===== config.mk =====
export PLATFORM = sky130hd
export DESIGN_NAME = proj_qsys_nios_oci_dct_packer
export DESIGN_NICKNAME = d
export VERILOG_FILES = /design/src/rtl/proj_qsys_nios_oci_dct_packer_pkg.sv /design/src/rtl/proj_qsys_nios_oci_dct_outreg.sv /design/src/rtl/proj_qsys_nios_oci_dct_packer.sv
export SDC_FILE = /design/constraint.sdc
export NUM_CORES = 1
export LEC_CHECK = 0
export ABC_AREA = 1
export ABC_CLOCK_PERIOD_IN_PS = 4200
export BUFFER_PORTS_ARGS = -buffer_cell sky130_fd_sc_hd__buf_2
export CORE_ASPECT_RATIO = 0.7
export CORE_MARGIN = 3
export CORE_UTILIZATION = 55
export DETAILED_ROUTE_END_ITERATION = 8
export GPL_ROUTABILITY_DRIVEN = 0
export PLACE_DENSITY_LB_ADDON = 0.12
export SLEW_MARGIN = 20
export SYNTH_ARGS = -nofsm -noshare
export SYNTH_HDL_FRONTEND = slang
export SYNTH_SLANG_ARGS = --single-unit

===== constraint.sdc =====
create_clock -name clk -period 4.2 [get_ports clk]
set_input_delay 0.63 -clock clk [delete_from_list [all_inputs] [get_ports clk]]
set_output_delay 0.63 -clock clk [all_outputs]
set_load 0.02 [all_outputs]

===== src/rtl/proj_qsys_nios_oci_dct_packer_pkg.sv =====
// Shared constants for the OCI data-capture trace packer: frame geometry and FSM encoding.
package proj_qsys_nios_oci_dct_packer_pkg;

  localparam int FRAME_W = 2;
  localparam int FRAMES  = 15;
  localparam int CNT_W   = 4;
  localparam int BUF_W   = FRAME_W * FRAMES;

  localparam logic [CNT_W-1:0] CNT_FULL = CNT_W'(FRAMES);

  localparam logic [1:0] ST_RUN   = 2'd0;
  localparam logic [1:0] ST_DRAIN = 2'd1;
  localparam logic [1:0] ST_ENDED = 2'd2;

  // Places one frame into the slot selected by idx; other slots are left untouched.
  function automatic logic [BUF_W-1:0] insert_frame(
    input logic [BUF_W-1:0]   acc,
    input logic [CNT_W-1:0]   idx,
    input logic [FRAME_W-1:0] data
  );
    logic [BUF_W-1:0] r;
    r = acc;
    for (int i = 0; i < FRAMES; i++) begin
      if (idx == CNT_W'(i)) r[FRAME_W*i +: FRAME_W] = data;
    end
    return r;
  endfunction

endpackage


===== src/rtl/proj_qsys_nios_oci_dct_outreg.sv =====
// Single-entry valid/ready holding register; a load may coincide with the consume of the old word.
module proj_qsys_nios_oci_dct_outreg
  import proj_qsys_nios_oci_dct_packer_pkg::*;
(
  input  logic             clk,
  input  logic             reset,
  input  logic             load,
  input  logic [BUF_W-1:0] load_buffer,
  input  logic [CNT_W-1:0] load_count,
  input  logic             ready,
  output logic             valid,
  output logic [BUF_W-1:0] buffer,
  output logic [CNT_W-1:0] count,
  output logic             free
);

  assign free = ~valid | ready;

  always_ff @(posedge clk) begin
    if (reset) begin
      valid  <= 1'b0;
      buffer <= '0;
      count  <= '0;
    end else if (load) begin
      valid  <= 1'b1;
      buffer <= load_buffer;
      count  <= load_count;
    end else if (ready) begin
      valid  <= 1'b0;
    end
  end

endmodule


===== src/rtl/proj_qsys_nios_oci_dct_packer.sv =====
// Packs 2-bit trace frames LSB-first into 30-bit words and sequences end-of-test draining.
// state    | meaning
// ST_RUN   | accepting frames, packing and emitting words
// ST_DRAIN | frames ignored, partial word flushed, waiting for output to empty
// ST_ENDED | drained; test_has_ended held until reset
module proj_qsys_nios_oci_dct_packer
  import proj_qsys_nios_oci_dct_packer_pkg::*;
(
  input  logic                 clk,
  input  logic                 reset,
  input  logic                 trace_en,
  input  logic                 frame_valid,
  input  logic [FRAME_W-1:0]   frame_data,
  input  logic                 flush,
  input  logic                 test_end_req,
  output logic                 dct_valid,
  input  logic                 dct_ready,
  output logic [BUF_W-1:0]     dct_buffer,
  output logic [CNT_W-1:0]     dct_count,
  output logic                 overflow,
  output logic                 test_ending,
  output logic                 test_has_ended
);

  logic [1:0]       state;
  logic [BUF_W-1:0] acc;
  logic [CNT_W-1:0] acc_cnt;
  logic             flush_pend;

  logic             run;
  logic             offered;
  logic             accept;
  logic             drop;
  logic [BUF_W-1:0] acc_next;
  logic [CNT_W-1:0] acc_cnt_next;
  logic             flush_req;
  logic             out_free;
  logic             transfer;
  logic             drain_done;

  assign run          = (state == ST_RUN);
  assign offered      = frame_valid & trace_en & run;
  assign accept       = offered & (acc_cnt != CNT_FULL);
  assign drop         = offered & (acc_cnt == CNT_FULL);
  assign acc_next     = accept ? insert_frame(acc, acc_cnt, frame_data) : acc;
  assign acc_cnt_next = acc_cnt + CNT_W'(accept);

  // The end request itself starts the flush so the last partial word leaves without an extra cycle.
  assign flush_req  = flush | flush_pend | (state == ST_DRAIN) | (run & test_end_req);
  assign transfer   = out_free & ((acc_cnt_next == CNT_FULL) |
                                  (flush_req & (acc_cnt_next != '0)));
  assign drain_done = (state == ST_DRAIN) & (acc_cnt == '0) & out_free;

  always_ff @(posedge clk) begin
    if (reset) begin
      acc        <= '0;
      acc_cnt    <= '0;
      flush_pend <= 1'b0;
      overflow   <= 1'b0;
    end else begin
      if (transfer) begin
        acc     <= '0;
        acc_cnt <= '0;
      end else begin
        acc     <= acc_next;
        acc_cnt <= acc_cnt_next;
      end

      if (transfer)                              flush_pend <= 1'b0;
      else if (flush && (acc_cnt_next != '0))    flush_pend <= 1'b1;

      if (drop) overflow <= 1'b1;
    end
  end

  always_ff @(posedge clk) begin
    if (reset) begin
      state <= ST_RUN;
    end else begin
      case (state)
        ST_RUN:   if (test_end_req) state <= ST_DRAIN;
        ST_DRAIN: if (drain_done)   state <= ST_ENDED;
        ST_ENDED: state <= ST_ENDED;
        default:  state <= ST_RUN;
      endcase
    end
  end

  assign test_ending    = (state == ST_DRAIN);
  assign test_has_ended = (state == ST_ENDED);

  proj_qsys_nios_oci_dct_outreg u_outreg (
    .clk         (clk),
    .reset       (reset),
    .load        (transfer),
    .load_buffer (acc_next),
    .load_count  (acc_cnt_next),
    .ready       (dct_ready),
    .valid       (dct_valid),
    .buffer      (dct_buffer),
    .count       (dct_count),
    .free        (out_free)
  );

endmodule


==> metrics.cfg <==
[run_status]
status = finished clean

[cts]
post_cts_buffers = 0
cts_resized = 0
clkLatencyLatePin_ns = 0.34
cts.sinks = 73
cts_tree = built
clockBufferDepth = 2
clk_pin_slew_ns = 0.08
hold_buffers = 0
h-tree-depth = 3
root_buffer = clkbuf_8
cts_made_buffers = 9

[sta]
setup_viol = 0
finalMaxSlewViolations = 0
hold_viol_final = 0
finalSetupTns_ns = 0
holdWs_ns = 0.462
finalClockSkew_ns = 0.00758
tightest_slew_ns = 1.05
rsz0062_at_grt = false
slew_headroom_pct = 29.6
clock.fmax_mhz = 304
fin_crit_sh_pct = 78.4
period_minus_slack_ns = 3.29
fin_ws_ns = 0.908

[detailed_routing]
via_per_inst = 4.74
ant_nets = 0
vias = 3100
drtIter0Drc = 152
remaining_drc_errors = 0
dr.pass1.iters = 4
wirelength_um = 7150
wire_per_inst_um = 10.9

[floorplan]
die_x_um = 100
initial_utilization_pct = 58.1
design.core.area_sq_mm = 0.00587
die_area_sq_mm = 0.00720
die_h_um = 71.9
io_pins = 47
rows = 23

[logic_synthesis]
yosys.area.top_type = dfxtp_1
synth_edf_count = 0
synthCells = 535
synth.most_common_cell = nand2_1
ys.flop_type = dfxtp_1
syn-mean-instance-area_sq_um = 6.37
synthesis.area_sq_mm = 0.00341
ys_top_cells_by_count = 152 x nand2_1, 113 x inv_1, 83 x nor2_1
synth.distinct_cells = 18
ys_seq_area_share_pct = 42.9
synthArstFlopShare_pct = 0
yosys_register_bits = 73
synthTopCellsByArea = dfxtp_1 43%, nand2_1 17%, inv_1 12%, nor2_1 9.1%, nand3_1 8.2%
syn-num-nets = 550
synth_top_area_share_pct = 42.9
ys_warn_count = 0

[global_routing]
grt_max_degree = 39
antenna_found_initial = 0
grt_pass1_vias = 2906
grt_pass1_wl_um = 12800
overflow = 0
grt_usage_pct = 21.7

[critical_path]
required_ns = 4.43
worst_setup_path_start_kind = flip-flop
critical_path.max_stage_delay_ns = 0.61
crit_chain = inv_1 > ha_1 > nand3_1 > nor2_1 > ha_1 > ha_1 > inv_1 > nand2_1 > nor2_1 > nand2_1 > nand2_1 > nand2_1 > o21ai_0 > inv_1
cp-end-kind = flip-flop
cp_common_cell = nand2_1
arrival_ns = 3.52
cp_slowest_cell = nand2_1
cp_max_fo = 31
crit_type = reg -> reg

[placed_design]
post_dp_cell_area_sq_mm = 0.00363
port_buffers = 46
place_ws_ns = 1.02
dpl.hpwl_um = 4670

[final_layout]
fin_nets = 589
antenna_cells = 0
drive_gt1_share_pct = 11.9
nFillCells = 569
finalInstanceArea_sq_mm = 0.00387
syn_to_final_growth_pct = 13.4

[power]
cellPowerDensity_mw_per_mm2 = 667
p_leak_nw = 2.05
ir_drop_uv = 404

[hold_path]
hold_class = in -> reg

[job]
maxCapViolCount = 0

==> power by group <==
group          switching [mW]  total, mW  leakage, nW  internal [mW]
clock network           0.259      0.654        0.118          0.395
logic                   0.687       1.02         1.34          0.328
registers              0.0654      0.911        0.594          0.845
==> critical path: cells and delay by family (launching register included) <==
family	cells	cell delay, ns
adder cells (fa/ha/maj)	3	0.76
AO/OA/AOI/OAI	1	0.39
buffers and inverters	3	0.29
flip-flops	1	0.32
AND/OR/NAND/NOR	7	1.41
==> per-layer routing <==
layer / global-route usage, % / share of wire [%]
met5: 0 / 0
met4: 5.98 / 1.6
met2: 36.8 / 46
met1: 27.9 / 47
met3: 5.16 / 4.9
==> sequential cells by signal, summed over array words and instances (netlist names) <==
signal / count
flush_pend: 1
u_outreg.buffer: 30
state: 2
overflow: 1
acc: 30
u_outreg.count: 4
u_outreg.valid: 1
acc_cnt: 4
==> metrics by stage <==
step	std cells	power (mW)	utilization (%)
final	654	2.58	65.9
after global routing	654	2.79	65.9
after CTS	654	2.60	65.9
after detailed placement	638	1.95	61.9
after global placement	638	1.92	61.9
after floorplan	535	1.71	-
==> cell families after synthesis <==
family / count (synthesis) / share of synthesized area, %
simple gates: 300 / 35.9
buf+inv: 137 / 16.3
fa+ha+maj: 6 / 2.20
compound gates: 19 / 2.79
flops: 73 / 42.9
==> worst paths after layout <==
kind,startpoint,endpoint,slack [ns],cells past startpoint
max,state[0],u_outreg.valid,0.91,14
min,reset,overflow,0.46,2
max reg2reg,state[0],u_outreg.valid,0.91,14
min reg2reg,flush_pend,flush_pend,0.49,2
==> final cells by class <==
| cell class | instances | area (sq um) | area share (%) |
|---|---|---|---|
| repair buffers | 48 | 245 | 6.34 |
| inverters | 117 | 439 | 11.4 |
| well taps | 75 | 93.8 | 2.43 |
| clock inverters | 5 | 104 | 2.69 |
| flip-flops and latches | 73 | 1460 | 37.8 |
| clock buffers | 11 | 131 | 3.40 |
| multi-input cells | 325 | 1390 | 36.0 |
==> placed cells by master, fill, tap and decap left out <==
cell	instances
a21oi_1	4
buf_2	46
buf_4	2
bufinv_16	3
clkbuf_1	2
clkbuf_8	9
clkinv_1	2
clkinv_2	1
clkinv_4	1
dfxtp_1	73
ha_1	6
inv_1	112
inv_2	3
nand2_1	152
nand3_1	56
nand3_2	1
nand4_1	5
nor2_1	83
nor2_2	3
o21ai_0	14
o21ai_1	1
Note: power is estimated with default switching activity, not from simulation.
